[src/rtl/bsg_muxi_gatestack_pipe_pkg.sv]
// Shared types and helpers for the gatestack mux pipe.
package bsg_muxi_gatestack_pipe_pkg;

    typedef enum logic [1:0] {
        OCC_EMPTY,
        OCC_ONE,
        OCC_FULL
    } occ_e;

    function automatic int safe_clog2(input int x);
        return (x <= 1) ? 1 : $clog2(x);
    endfunction

endpackage

[src/rtl/bsg_muxi_gatestack_bitwise.sv]
// Per-bit els_p-way selector with optional output inversion.
module bsg_muxi_gatestack_bitwise
    import bsg_muxi_gatestack_pipe_pkg::*;
#(
    parameter int width_p = 5,
    parameter int els_p = 2,
    parameter int invert_p = 1,
    localparam int lg_els_lp = safe_clog2(els_p)
) (
    input  logic [els_p*width_p-1:0]     data_i,
    input  logic [width_p*lg_els_lp-1:0] sel_i,
    output logic [width_p-1:0]           data_o
);

    logic [width_p-1:0] w_raw;

    // Unmatched select codes leave the raw bit at 0.
    always_comb begin
        w_raw = '0;
        for (int b = 0; b < width_p; b++) begin
            for (int k = 0; k < els_p; k++) begin
                if (sel_i[b*lg_els_lp +: lg_els_lp] == lg_els_lp'(k)) begin
                    w_raw[b] = data_i[k*width_p + b];
                end
            end
        end
    end

    assign data_o = (invert_p != 0) ? ~w_raw : w_raw;

endmodule

[src/rtl/bsg_muxi_gatestack_pipe.sv]
// Per-bit gatestack mux registered behind a 2-entry valid/ready buffer.
module bsg_muxi_gatestack_pipe
    import bsg_muxi_gatestack_pipe_pkg::*;
#(
    parameter int width_p = 5,
    parameter int els_p = 2,
    parameter int invert_p = 1,
    localparam int lg_els_lp = safe_clog2(els_p)
) (
    input  logic                         clk_i,
    input  logic                         reset_i,
    input  logic                         v_i,
    input  logic [els_p*width_p-1:0]     data_i,
    input  logic [width_p*lg_els_lp-1:0] sel_i,
    output logic                         ready_and_o,
    output logic                         v_o,
    output logic [width_p-1:0]           data_o,
    input  logic                         yumi_i
);

    if (els_p < 2) begin : g_bad_els
        $fatal(1, "bsg_muxi_gatestack_pipe: els_p must be >= 2");
    end

    logic [width_p-1:0] w_result;
    logic               w_enq;
    logic               w_deq;
    occ_e               r_state;
    occ_e               w_state_nxt;
    logic               r_rd_ptr;
    logic               r_wr_ptr;
    logic [width_p-1:0] r_mem [2];

    bsg_muxi_gatestack_bitwise #(
        .width_p (width_p),
        .els_p   (els_p),
        .invert_p(invert_p)
    ) u_mux (
        .data_i(data_i),
        .sel_i (sel_i),
        .data_o(w_result)
    );

    assign ready_and_o = (r_state != OCC_FULL);
    assign v_o         = (r_state != OCC_EMPTY);
    assign data_o      = r_mem[r_rd_ptr];
    assign w_enq       = v_i & ready_and_o;
    assign w_deq       = yumi_i;

    always_comb begin
        w_state_nxt = r_state;
        unique case (r_state)
            OCC_EMPTY: if (w_enq) w_state_nxt = OCC_ONE;
            OCC_ONE: begin
                if (w_enq & ~w_deq)      w_state_nxt = OCC_FULL;
                else if (w_deq & ~w_enq) w_state_nxt = OCC_EMPTY;
            end
            OCC_FULL: if (w_deq) w_state_nxt = OCC_ONE;
            default: w_state_nxt = OCC_EMPTY;
        endcase
    end

    always_ff @(posedge clk_i) begin
        if (reset_i) begin
            r_state  <= OCC_EMPTY;
            r_rd_ptr <= 1'b0;
            r_wr_ptr <= 1'b0;
            r_mem[0] <= '0;
            r_mem[1] <= '0;
        end else begin
            r_state <= w_state_nxt;
            if (w_enq) begin
                r_mem[r_wr_ptr] <= w_result;
                r_wr_ptr        <= ~r_wr_ptr;
            end
            if (w_deq) r_rd_ptr <= ~r_rd_ptr;
        end
    end

`ifndef SYNTHESIS
    a_yumi_needs_v: assert property (
        @(posedge clk_i) disable iff (reset_i) yumi_i |-> v_o
    ) else $error("bsg_muxi_gatestack_pipe: yumi_i while v_o=0");

    // Only non-power-of-two els_p can encode an out-of-range select.
    if ((els_p & (els_p - 1)) != 0) begin : g_oor_warn
        logic w_oor;
        logic r_oor_warned = 1'b0;

        always_comb begin
            w_oor = 1'b0;
            for (int b = 0; b < width_p; b++) begin
                if (int'(sel_i[b*lg_els_lp +: lg_els_lp]) >= els_p) w_oor = 1'b1;
            end
        end

        always_ff @(posedge clk_i) begin
            if (!reset_i && v_i && w_oor && !r_oor_warned) begin
                $warning("bsg_muxi_gatestack_pipe: select field >= els_p");
                r_oor_warned <= 1'b1;
            end
        end
    end
`endif

endmodule

[config.mk]
export PLATFORM = sky130hd
export DESIGN_NAME = bsg_muxi_gatestack_pipe
export DESIGN_NICKNAME = d
export VERILOG_FILES = /design/src/rtl/bsg_muxi_gatestack_pipe_pkg.sv /design/src/rtl/bsg_muxi_gatestack_bitwise.sv /design/src/rtl/bsg_muxi_gatestack_pipe.sv
export SDC_FILE = /design/constraint.sdc
export NUM_CORES = 1
export LEC_CHECK = 0
export BUFFER_PORTS_ARGS = -buffer_cell sky130_fd_sc_hd__buf_2
export CAP_MARGIN = 15
export CORE_MARGIN = 3
export CORE_UTILIZATION = 46
export DETAILED_ROUTE_END_ITERATION = 7
export PLACE_DENSITY_LB_ADDON = 0.15
export SLEW_MARGIN = 20
export SYNTH_ARGS = -nofsm -noshare
export SYNTH_HDL_FRONTEND = slang
export SYNTH_SLANG_ARGS = --single-unit
[constraint.sdc]
create_clock -name clk_i -period 1.5 [get_ports clk_i]
set_clock_uncertainty 0.05 [all_clocks]
set_input_delay 0.075 -clock clk_i [delete_from_list [all_inputs] [get_ports clk_i]]
set_output_delay 0.075 -clock clk_i [all_outputs]
set_load 0.05 [all_outputs]
==> impl_metrics.json <==
{
  "clkTransAtPathRegs_ns": 0.09,
  "yosys.area.top_type": "edfxtp_1",
  "leakage_nw": 0.3755,
  "worstRegToRegCells": 3,
  "postLayoutCoreUtil_pct": 65.15,
  "drive_gt1_share_pct": 50.00,
  "grt_overflow_total": 0,
  "syn_nets": 75,
  "ant_nets": 0,
  "critPathCaptureType": "primary output",
  "cp_slowest_cell": "dfxtp_1",
  "ys_warn_count": 0,
  "io_buffers": 25,
  "diodes": 0,
  "cts_root_buffer": "clkbuf_4",
  "fmax_mhz": 702.7,
  "routed_via_density": 5.238,
  "vias": 529,
  "post_cts_resize_count": 0,
  "worstPathMaxFanout": 5,
  "fillers": 119,
  "start_kind": "flip-flop",
  "tightest_slew_ns": 0.2733,
  "synth_area_um2": 690.7,
  "holdWs_ns": 0.009388,
  "syn_to_final_growth_pct": 27.36,
  "final_cell_count_no_fill": 101,
  "maxCapViolations": 0,
  "required_ns": 1.37,
  "cts_sinks": 15,
  "timing.final.crit_share_pct": 94.87,
  "gp_congestion": 0.6902,
  "ios": 26,
  "cp_data_arrival_time_ns": 1.30,
  "status": "finished clean",
  "hold_viol_final": 0,
  "netlist.area_leader.share_pct": 43.48,
  "antenna_found_initial": 0,
  "cts_setup_buffers": 0,
  "setup_tns_ns": 0,
  "crit_chain": "mux2_2, buf_2",
  "gr-usage-all-layers_pct": 15.38,
  "cellPowerDensity_nw_per_um2": 1052,
  "grt_pass1_vias": 555,
  "firstDrtPassIters": 4,
  "cts_max_path_buffers": 2,
  "synth_cell_types": 19,
  "cts_tree": "built",
  "grt_max_degree": 11,
  "r2r-end": "r_mem[0][3]$_SDFFCE_PN0P_",
  "synth_cells": 56,
  "slew_headroom_pct": 81.67,
  "cp-endpoint": "data_o[0]",
  "first_iter_violations": 6,
  "htreeDepth": 1,
  "clkLatencyLatePin_ns": 0.28,
  "core-area_um2": 1350,
  "die_w_um": 44.75,
  "synth_area_leaders": "edfxtp_1 (43%), mux2_2 (16%), dfxtp_1 (14%)",
  "grt_pass1_wl_um": 2187,
  "seq_area_frac_synth_pct": 57.97,
  "avgSynthCellArea_um2": 12.33,
  "final_nets": 106,
  "wl_per_cell_um": 13.68,
  "hp-class": "input pin to flip-flop",
  "setup_viol": 0,
  "die_y_um": 44.75,
  "period_needed_ns": 1.423,
  "dp_hpwl_um": 1098,
  "rows": 13,
  "slew_violations": 0,
  "initial_core_util_pct": 51.16,
  "drcViolationCount": 0,
  "hold_buffers": 1,
  "rsz0062_at_grt": "false",
  "synth-seq-cells": 15,
  "fp.dieArea_um2": 2003,
  "ir_worst_vdd_uv": 634.3,
  "dp.cells": 96,
  "worstSetupPathType": "flip-flop to primary output",
  "cts_buffers": 3,
  "regToRegSetupSlack_ns": 0.27,
  "r2r-start": "r_state[0]$_SDFFE_PP0P_",
  "slowest_delay_ns": 0.45,
  "drt-total-wl_um": 1382,
  "p_total_mw": 0.9253
}
==> critical path, delay by kind of cell (launching register included) <==
kind | cells | cell delay (ns)
buf+inv | 1 | 0.21
flops | 1 | 0.45
mux | 1 | 0.36
==> worst min path at each step <==
| stage | startpoint | endpoint | slack [ns] | depth (start not counted) |
|---|---|---|---|---|
| after floorplan | yumi_i | r_state[1]$_SDFFE_PP0P_ | 0.10 | 1 |
| after global placement | yumi_i | r_state[1]$_SDFFE_PP0P_ | 0.28 | 2 |
| after detailed placement | yumi_i | r_state[1]$_SDFFE_PP0P_ | 0.28 | 2 |
| after CTS | reset_i | r_wr_ptr$_SDFFE_PP0P_ | 0.01 | 2 |
| after global routing | reset_i | r_wr_ptr$_SDFFE_PP0P_ | 0.04 | 2 |
| final | reset_i | r_wr_ptr$_SDFFE_PP0P_ | 0.009 | 2 |
==> routing by layer <==
metal | up-vias | routed length (um) | GRT usage [%] | share of wire, %
met5 | - | 0 | 0 | 0
met4 | 0 | 23 | 9.036 | 1.7
met3 | 4 | 59 | 1.195 | 4.3
met2 | 16 | 776 | 29.51 | 56
met1 | 245 | 522 | 15.94 | 38
li1 | 264 | - | - | -
==> registers in the layout (all words and copies together), names as in the netlist, named ones only <==
signal    flops
r_state       2
r_wr_ptr      1
r_mem        10
r_rd_ptr      1
==> cell type report <==
type,instances,area [um^2],share of cell area (%)
Sequential cell,15,400.4,45.52
Clock buffer,4,26.28,2.987
Multi-Input combinational cell,40,291.5,33.14
Timing Repair Buffer,27,142.6,16.22
Tap cell,15,18.77,2.134
==> logic make-up after synthesis <==
| kind of cell | Yosys count | synth area share [%] |
|---|---|---|
| XOR/XNOR | 1 | 1.268 |
| buffers and inverters | 1 | 0.5430 |
| AO/OA/AOI/OAI | 6 | 5.978 |
| multiplexers | 10 | 16.30 |
| flip-flops | 15 | 57.97 |
| AND/OR/NAND/NOR | 23 | 17.93 |
==> placed cells by master, fill, tap and decap left out, drive strengths merged <==
master and count:
buf 26, nor2 12, mux2 10, edfxtp 10, dfxtp 5, clkbuf 4, a21oi 3, nand2b 3
or2 2, nand3b 1, nand4b 1, nand4bb 1, nor2b 1, nand2 1, a211oi 1, xnor2 1
a21bo 1, nor3b 1, o32ai 1, dlygate4sd3 1
==> synth_stat cells <==
master     instances
a21oi_1            3
nor2_1            12
clkbuf_1           1
a21bo_2            1
nand2b_1           2
nand4b_1           1
a211oi_1           1
o32ai_1            1
nor2b_1            1
dfxtp_1            5
mux2_2            10
nand2b_2           1
nand3b_1           1
or2_2              2
xnor2_1            1
nand2_1            1
edfxtp_1          10
nand4bb_1          1
nor3b_1            1
==> where the power goes <==
group          total [mW]  switching [mW]  internal [mW]
clock network       0.224           0.121          0.103
registers           0.491          0.0174          0.474
logic               0.210           0.127         0.0828
total               0.925           0.266          0.659
==> per-stage QoR <==
step	setup WS [ns]	cell area, um^2
floorplan	0.1022	695.7
global placement	0.2934	843.3
detailed placement	0.2606	843.3
CTS	0.03979	879.6
global route	0.0002142	879.6
finish	0.07696	879.6
No activity file was read; power rests on OpenSTA's default activity.
